### src/rtl/mux4_sel.sv
// Next-PC selector: 4-to-1 word mux with a zero-latency output plus registered copies
// of the selected word and select code for debug and trace.
module mux4_sel #(
   parameter int unsigned      WIDTH       = 32,
   parameter logic [WIDTH-1:0] RESET_VALUE = '0
) (
   input  logic             Clk,
   input  logic             Reset,
   input  logic [WIDTH-1:0] In_1,
   input  logic [WIDTH-1:0] In_2,
   input  logic [WIDTH-1:0] In_3,
   input  logic [WIDTH-1:0] In_4,
   input  logic [1:0]       Sel,
   output logic [WIDTH-1:0] Out,
   output logic [WIDTH-1:0] Out_q,
   output logic [1:0]       Sel_q
);

   logic [WIDTH-1:0] sel_word;
   // Initialisers give a defined trace value before the first edge in simulation.
   logic [WIDTH-1:0] trace_out_q = RESET_VALUE;
   logic [1:0]       trace_sel_q = 2'b00;

   // An unknown select falls into default, so fetch proceeds with PC+4.
   always_comb begin
      sel_word = In_1;
      case (Sel)
         2'b00:   sel_word = In_1;
         2'b01:   sel_word = In_2;
         2'b10:   sel_word = In_3;
         2'b11:   sel_word = In_4;
         default: sel_word = In_1;
      endcase
   end

   always_ff @(posedge Clk) begin
      if (Reset) begin
         trace_out_q <= RESET_VALUE;
         trace_sel_q <= 2'b00;
      end else begin
         trace_out_q <= sel_word;
         trace_sel_q <= Sel;
      end
   end

   assign Out   = sel_word;
   assign Out_q = trace_out_q;
   assign Sel_q = trace_sel_q;

endmodule

### config.mk
export PLATFORM = sky130hd
export DESIGN_NAME = mux4_sel
export DESIGN_NICKNAME = d
export VERILOG_FILES = /design/src/rtl/mux4_sel.sv
export SDC_FILE = /design/constraint.sdc
export NUM_CORES = 1
export LEC_CHECK = 0
export CORE_UTILIZATION = 27
export CTS_BUF_LIST = sky130_fd_sc_hd__clkbuf_4 sky130_fd_sc_hd__clkbuf_8 sky130_fd_sc_hd__clkbuf_16
export DETAILED_ROUTE_END_ITERATION = 12
export GPL_TIMING_DRIVEN = 0
export PLACE_DENSITY = 0.8
export SLEW_MARGIN = 20
export SYNTH_ARGS = -nofsm -noshare
export SYNTH_HDL_FRONTEND = slang
export SYNTH_SLANG_ARGS = --single-unit
### constraint.sdc
create_clock -name Clk -period 1.6 [get_ports Clk]
set_input_delay 0.32 -clock Clk [delete_from_list [all_inputs] [get_ports Clk]]
set_output_delay 0.32 -clock Clk [all_outputs]
set_load 0.01 [all_outputs]
==> impl_metrics.csv <==
group,metric,value,unit
placed_design,gp_congestion,0.745,
layout,nNetsFinal,460,
floorplan,rows,28,
synthesis,synth_top_cell_by_area,"mux4_2",
worst_hold_path,worstHoldPathType,"input pin to register",
route,via_per_inst,4.47,
synthesis,yosysSeqAreaShare,40.3,%
synthesis,syn_avg_cell_area,15.2,um2
pwr,pwr-share-comb,38.1,%
sta,layout_min_cycle_time,1.58,ns
synthesis,yosys-top-cells-count,"dfxtp_1, nor2b_1, mux4_2, buf_6, clkbuf_1",
floorplan,ios,198,
synthesis,synth_edf_count,0,
critical_path,end_kind,"primary output",
layout,final_layout_size_suffix_gt1_share,28.9,%
clock_network,cts-root-buf,"clkbuf_8",
critical_path,crit_type,"input pin to primary output",
sta,worst_slew_pin_slew,0.476,ns
sta,clock.fmax,633,MHz
synthesis,yosysWarnings,0,
pwr,pwr-share-clk,25.9,%
pwr,peakVddDrop,0.000401,V
pwr,p_sw_share,24.9,%
sta,period_share,98.7,%
grt,use_met3,5.62,%
sta,setup-violations-final,0,
clock_network,postCtsHoldBufs,0,
grt,gr-usage-met2,36.4,%
pwr,power_switching,0.642,mW
floorplan,initial_core_util,28.2,%
placed_design,dp_hpwl,5230,um
floorplan,die_h,81.1,um
sta,slew_headroom,68.3,%
job,max-cap-violations,0,
clock_network,cts_buffer_depth,2,
synthesis,synth_area_leaders,"mux4_2, dfxtp_1, nor2b_1, buf_6, buf_2",
route,routed_wirelength,6440,um
pwr,total_power,2.58,mW
pwr,power_density,652,nW/um2
sta,fin_hold_ws,0.431,ns
floorplan,die_area,6580,um2
sta,finalWorstSetupSlack,0.0204,ns
sta,rsz0062_at_grt,"no",
clock_network,numCtsBuffers,5,
critical_path,cp-start-kind,"input pin",
grt,globalRoute.busiestLayer,"met2",
layout,area_growth,134,%
route,vias,1809,
pwr,p_int,1.93,mW
grt,gr-usage-met1,19.6,%
grt,grt.overflow.total,0,
placed_design,port_buffers,195,
floorplan,die_x,81.1,um
route,drc,0,
floorplan,core,5990,um2
route,antenna_left,0,
synthesis,syn_area,1690,um2
critical_path,worstPathArrival,1.26,ns
synthesis,yosysUniqueCellTypes,6,
clock_network,cts.htree.levels,2,
synthesis,synthCells,111,
route,wl_per_cell,15.9,um
clock_network,cts.sinks,34,
route,drt_first_pass_iters,4,
grt,grt_pass1_vias,1779,
synthesis,synthArstFlopShare,0,%
sta,slew_viol_final,0,
grt,antenna_found_initial,1,
outcome,status,"finished clean",
sta,hold_viol,0,
synthesis,syn-num-nets,243,
critical_path,worstPathRequired,1.28,ns
placed_design,dp_slack,-0.497,ns
clock_network,clkSlewWorstSetupHoldPaths,0.07,ns
synthesis,synth_top_area_share,42.7,%
synthesis,synth-main-ff-cell,"dfxtp_1",
pwr,pwr-share-seq,36.0,%
grt,grt_usage,18.9,%
pwr,p_leak,1.77,nW
route,drt_iter0_markers,38,
critical_path,crit_fanout,5,
worst_hold_path,whs_path_depth,3,
clock_network,tritoncts,"built",
grt,grt_max_degree,11,
grt,grt_pass1_wl,8890,um
synthesis,synth-seq-cells,34,
[registers in the layout (all words and copies together) (netlist names)]
| register | flops |
|---|---|
| Sel_q | 2 |
| Out_q | 32 |
[metal layers]
layer,routed length [um],part of all wire (%),up-vias
li1,-,-,858
met1,2120,33,858
met2,3760,58,86
met3,498,7.7,7
met4,65,1.0,0
met5,0,0,-
[power groups by stage]
stage	Sequential [mW]	Combinational (mW)	Clock, mW
floorplan	0.985	0.302	0
global placement	0.947	0.979	0
detailed placement	0.948	0.992	0
CTS	0.928	0.962	0.689
global route	0.935	1.05	0.725
finish	0.928	0.981	0.667
[placed cells by master, fill, tap and decap left out]
cell	netlist	routed
clkbuf_8	0	6
clkdlybuf4s50_1	0	35
dlygate4sd2_1	0	128
dfxtp_1	34	34
clkbuf_2	0	1
buf_16	0	2
diode_2	0	1
buf_6	4	32
nor2b_1	34	34
clkbuf_4	0	1
clkbuf_1	4	3
clkinv_2	0	1
clkbuf_16	0	3
buf_12	0	3
buf_4	0	14
mux4_2	32	32
[path summary, 6_finish.rpt]
kind	start	end	slack, ns
min	Sel[0]	Sel_q[0]	0.43
max	Sel[0]	Out[17]	0.02
[per-stage QoR]
step	utilization, %	cell area [um2]	cells	setup TNS, ns
floorplan	-	1690	111	0
global placement	62.3	3730	381	-15.21
detailed placement	62.3	3730	381	-15.13
CTS	64.0	3830	397	-0.0924
global route	65.9	3950	405	0
finish	65.9	3950	405	0
[what timing repair did]
action,in CTS,in global routing
hold endpoints to repair,0,0
resized for setup,302,1
pin swaps,0,0
endpoints found under the setup margin,32,21
buffers inserted,7,4
cloned,1,3
[critical path: stages]
cell	delay (ns)
buf_16	0.12
buf_12	0.13
mux4_2	0.54
buf_6	0.15
[final cells by class]
| type | instances | area (um2) |
|---|---|---|
| clock inverter | 1 | 5.00 |
| multi-input combinational | 66 | 933 |
| fill | 538 | 2040 |
| antenna | 1 | 2.50 |
| tap | 75 | 93.8 |
| timing repair buffer | 210 | 2020 |
| sequential | 34 | 681 |
| buffer | 11 | 126 |
| clock buffer | 7 | 90.1 |
[cell families (layout without fill, tap and decap cells)]
logic type    count (synthesis)  in the layout  synth area share, %
mux                          32             32                 42.7
buf+inv                      11            229                 4.44
flops                        34             34                 40.3
simple gates                 34             34                 12.6
other cells                   0              1                    0
No activity file was read; power rests on OpenSTA's default activity.
